### config.mk
export PLATFORM = sky130hd
export DESIGN_NAME = johnson_phase_decoder
export DESIGN_NICKNAME = d
export VERILOG_FILES = /design/src/rtl/johnson_phase_decoder.sv
export SDC_FILE = /design/constraint.sdc
export NUM_CORES = 1
export LEC_CHECK = 0
export BUFFER_PORTS_ARGS = -buffer_cell sky130_fd_sc_hd__buf_2
export CORE_MARGIN = 3
export CORE_UTILIZATION = 44
export DETAILED_ROUTE_END_ITERATION = 6
export GPL_TIMING_DRIVEN = 0
export PLACE_DENSITY_LB_ADDON = 0.25
export SYNTH_ARGS = -nofsm -noshare
export SYNTH_HDL_FRONTEND = slang
export SYNTH_SLANG_ARGS = --single-unit
### constraint.sdc
create_clock -name clk -period 2.1 [get_ports clk]
set_input_delay 0.105 -clock clk [delete_from_list [all_inputs] [get_ports clk]]
set_output_delay 0.105 -clock clk [all_outputs]
set_load 0.05 [all_outputs]
### src/rtl/johnson_phase_decoder.sv
// Decodes a twisted-ring (Johnson) counter state into a phase index and one-hot bus,
// checks the ring sequence, counts revolutions and tracks lock/loss of lock.
module johnson_phase_decoder #(
    parameter int unsigned N         = 5,
    parameter int unsigned REV_W     = 8,
    parameter int unsigned ERR_LIMIT = 3,
    localparam int unsigned IW       = $clog2(2 * N)
) (
    input  logic             clk,
    input  logic             preset,
    input  logic             en,
    input  logic [N-1:0]     q_in,
    input  logic             clr_err,
    output logic [2*N-1:0]   phase,
    output logic [IW-1:0]    idx,
    output logic             valid,
    output logic             wrap,
    output logic [REV_W-1:0] rev_cnt,
    output logic             illegal,
    output logic             seq_err,
    output logic             lost
);

    localparam int unsigned   EW      = $clog2(ERR_LIMIT + 1);
    localparam logic [IW-1:0] LastIdx = IW'(2 * N - 1);

    typedef enum logic [1:0] {StHunt, StLock, StLost} state_e;

    state_e             state_q, state_d;
    logic [IW-1:0]      idx_q, idx_d;
    logic [REV_W-1:0]   rev_q, rev_d;
    logic [EW-1:0]      err_q, err_d;
    logic               wrap_q, wrap_d;
    logic               illegal_q, illegal_d;
    logic               seq_err_q, seq_err_d;

    logic               code_legal;
    logic [IW-1:0]      code_idx;
    logic [IW-1:0]      expect_idx;

    // Phase k: k <= N has the top k bits set, k > N has the low 2N-k bits set.
    function automatic logic [N-1:0] johnson_code(input int unsigned k);
        logic [N-1:0] c;
        c = '0;
        for (int unsigned b = 0; b < N; b++) begin
            if (k <= N) c[b] = (b + k >= N);
            else        c[b] = (b + k < 2 * N);
        end
        return c;
    endfunction

    always_comb begin
        code_legal = 1'b0;
        code_idx   = '0;
        for (int unsigned k = 0; k < 2 * N; k++) begin
            if (q_in == johnson_code(k)) begin
                code_legal = 1'b1;
                code_idx   = IW'(k);
            end
        end
    end

    always_comb begin
        state_d    = state_q;
        idx_d      = idx_q;
        rev_d      = rev_q;
        err_d      = err_q;
        wrap_d     = 1'b0;
        illegal_d  = 1'b0;
        seq_err_d  = 1'b0;
        expect_idx = (idx_q == LastIdx) ? '0 : idx_q + 1'b1;

        // clr_err takes priority and discards any sample in the same cycle.
        if (clr_err) begin
            err_d = '0;
            if (state_q == StLost) state_d = StHunt;
        end else if (en) begin
            unique case (state_q)
                StHunt: begin
                    if (code_legal) begin
                        state_d = StLock;
                        idx_d   = code_idx;
                    end else begin
                        illegal_d = 1'b1;
                    end
                end
                StLock: begin
                    if (!code_legal) begin
                        illegal_d = 1'b1;
                        err_d     = err_q + 1'b1;
                    end else if (code_idx == expect_idx) begin
                        idx_d = code_idx;
                        err_d = '0;
                        if (idx_q == LastIdx) begin
                            wrap_d = 1'b1;
                            rev_d  = rev_q + 1'b1;
                        end
                    end else begin
                        seq_err_d = 1'b1;
                        idx_d     = code_idx;
                        err_d     = err_q + 1'b1;
                    end
                    if (err_d >= EW'(ERR_LIMIT)) state_d = StLost;
                end
                StLost: begin
                    illegal_d = !code_legal;
                end
                default: state_d = StHunt;
            endcase
        end
    end

    always_ff @(posedge clk or posedge preset) begin
        if (preset) begin
            state_q   <= StHunt;
            idx_q     <= '0;
            rev_q     <= '0;
            err_q     <= '0;
            wrap_q    <= 1'b0;
            illegal_q <= 1'b0;
            seq_err_q <= 1'b0;
        end else begin
            state_q   <= state_d;
            idx_q     <= idx_d;
            rev_q     <= rev_d;
            err_q     <= err_d;
            wrap_q    <= wrap_d;
            illegal_q <= illegal_d;
            seq_err_q <= seq_err_d;
        end
    end

    always_comb begin
        phase = '0;
        for (int unsigned i = 0; i < 2 * N; i++) begin
            phase[i] = (state_q == StLock) && (idx_q == IW'(i));
        end
    end

    assign idx     = idx_q;
    assign valid   = (state_q == StLock);
    assign lost    = (state_q == StLost);
    assign wrap    = wrap_q;
    assign rev_cnt = rev_q;
    assign illegal = illegal_q;
    assign seq_err = seq_err_q;

endmodule

==> out/metrics.yaml <==
power:
  vdd_ir_drop_max_mv: 0.496
  powerDensity_mw_per_mm2: 733
  power_leakage_nw: 0.881
global_routing:
  track_usage_pct: 17.4
  grt_max_degree: 20
  grt_pass1_vias: 1227
  grt_pass1_wl_um: 5670
  antenna_found_initial: 0
  overflow: 0
sta:
  maxSlewViolCount: 0
  tightest_slew_ns: 0.727
  period_minus_slack_ns: 2.06
  post-route-period-util_pct: 98.2
  slew_headroom_pct: 51.5
  fin_skew_ns: 0.00537
  finalSetupViolCount: 0
  hold_viol_final: 0
  layout_setup_ws_ns: 0.0369
  max_freq_mhz: 485
  setup_tns_ns: 0
  rsz0062_at_grt: "true"
synthesis:
  ys_seq_elements: 19
  synth_largest_area_cell: "dfrtp_1"
  synthArstFlopShare_pct: 100
  syn-instance-count: 155
  synth_top_area_share_pct: 32.8
  synth.net_count: 165
  yosysWarnings: 0
  synth-edff-count: 0
  netlist_area_mm2: 0.00145
  ys_seq_area_share_pct: 32.8
  synth_area_leaders: "dfrtp_1 33%, xor2_1 4.8%, nand2_1 3.9%, nand2b_1 3.9%, nor3_1 3.8%"
  yosysUniqueCellTypes: 54
  synth_area_per_cell_um2: 9.36
  synthFlopType: "dfrtp_1"
setup_path:
  critPathBufInv: 1
  crit_chain: "buf_6, nor3b_4, nand4_1, nor4b_4, nand4_4, or2_4, mux2_4"
  cpPeakStageDelay_ns: 0.39
  critPathTopFamily: "simple AND/OR/NAND/NOR gates"
  critPathCaptureType: "flip-flop"
  critPathSlowestCell: "dfrtp_1"
  crit_type: "reg -> reg"
  critPathLaunchType: "flip-flop"
  crit_fanout: 9
  cp.arrival_ns: 2.26
  crit_required_ns: 2.30
floorplan:
  core-area_mm2: 0.00310
  fp.dieH_um: 63.4
  die_area_mm2: 0.00402
  io_pins: 36
  num_rows: 20
  start_util_pct: 46.8
  die_w_um: 63.4
detailed_routing:
  first_pass_iters: 4
  ant_nets: 0
  drcViolationCount: 0
  drt_iter0_drc: 65
  num_vias: 1319
  routed_wl_um: 3590
  routed_via_density: 5.47
  wire_per_inst_um: 14.9
clock_network:
  clk_path_buf_depth: 2
  clkTransAtPathRegs_ns: 0.11
  cts_buffers: 3
  tritoncts: "built"
  cts_root_buf: "clkbuf_4"
  htreeDepth: 1
  clock_latency_ns: 0.30
  cts.sinks: 19
cells_and_area:
  fin_util_pct: 59.1
  design_area_mm2: 0.00183
  drive_gt1_share_pct: 39.6
  layout_common_cells: "30 x buf_2, 15 x nand2_1, 14 x dfrtp_1"
  nNetsFinal: 208
  syn_to_final_growth_pct: 26.4
  diodes: 0
  fin_cells: 241
  layout_commonest_cell: "buf_2"
placed_design:
  hpwl_um: 2490
  place_congestion: 0.833
  placed_cell_area_mm2: 0.00169
  dp_cells: 230
  io_buffers: 31
  pre_cts_ws_ns: -0.163
worst_hold_path:
  hold_path.class: "in -> reg"
status:
  status: "finished clean"
flow_run:
  maxCapViolCount: 0
-- metrics by stage --
| stage | total power [mW] | hold WS (ns) |
|---|---|---|
| 6_report | 1.34 | 0.150 |
| 5_1_grt | 1.42 | 0.179 |
| 4_1_cts | 1.31 | 0.144 |
| 3_5_place_dp | 1.09 | 0.263 |
| 3_3_place_gp | 1.07 | 0.254 |
| 2_1_floorplan | 0.960 | 0.0559 |
-- layout make-up --
class,instances,area (µm²)
Fill cell,285,1270
Multi-Input combinational cell,122,935
Sequential cell,19,482
Timing Repair Buffer,38,228
Buffer,9,90.1
Tap cell,44,55.1
Clock buffer,4,26.3
Inverter,5,18.8
-- state kept, by name, indices dropped and copies added, names as in the netlist --
signal,count
err_q,2
seq_err,1
rev_cnt,8
wrap,1
illegal,1
idx,4
state_q,2
-- synthesized netlist by cell type (2+ instances only) --
cell type  number
nand2b_1        9
or4_1           2
nand2_1        15
nor2b_1         3
o21ai_0         4
a211oi_1        2
buf_6           4
buf_2           3
a21oi_1         4
dfrtp_1        19
mux2_2          3
and2_1          2
o21a_1          2
nor3b_1         2
xnor2_1         3
nor2_1         10
nand3_1         2
mux2i_1         2
nor4b_2         2
xor2_1          8
nand2_2         2
nand4_1         4
nand3b_1        2
inv_1           5
clkbuf_1        2
nor3_1         11
-- worst paths after layout --
check	startpoint	end	slack [ns]	depth (start not counted)
max	state_q[1]	rev_cnt[1]	0.04	7
min	en	err_q[1]	0.15	4
max reg2reg	state_q[1]	rev_cnt[1]	0.04	7
min reg2reg	rev_cnt[7]	rev_cnt[7]	0.47	1
max in group asynchronous	preset	idx[2]	1.15	3
min in group asynchronous	preset	rev_cnt[7]	0.45	3
-- worst register-to-register path: cells and delay by family (launching register included) --
kind	cells	cell delay (ns)
buffers and inverters	1	0.14
flip-flops	1	0.39
multiplexers	1	0.30
AND/OR/NAND/NOR	5	1.13
-- power by group --
group          leakage (nW)  internal (mW)  total (mW)  switching, mW
Combinational         0.617          0.241       0.712          0.471
Clock                0.0150         0.0741       0.193          0.118
Sequential            0.249          0.401       0.439         0.0386
-- per-layer routing --
metal	vias to the layer above	share of wire [%]	global-route usage [%]
li1	637	-	-
met1	626	46	23.6
met2	49	48	27.5
met3	7	4.5	2.50
met4	0	1.5	7.28
met5	-	0	0
-- timing repair --
item / in CTS / in global routing
gates resized for setup: 2 / 13
hold buffers: 2 / 0
endpoints found under the hold margin: 21 / 0
pin swaps: 4 / 7
setup buffers: 3 / 2
setup endpoints to repair: 4 / 15
-- kinds of logic after synthesis --
logic type               count (synthesis)  synth area share, %
adder cells (fa/ha/maj)                  1                0.862
multiplexers                             7                 5.69
AO/OA/AOI/OAI                           26                 15.1
AND/OR/NAND/NOR                         77                 33.0
flip-flops                              19                 32.8
XOR/XNOR                                11                 6.64
buffers and inverters                   14                 5.95
Power figures use the tool's default switching activity.
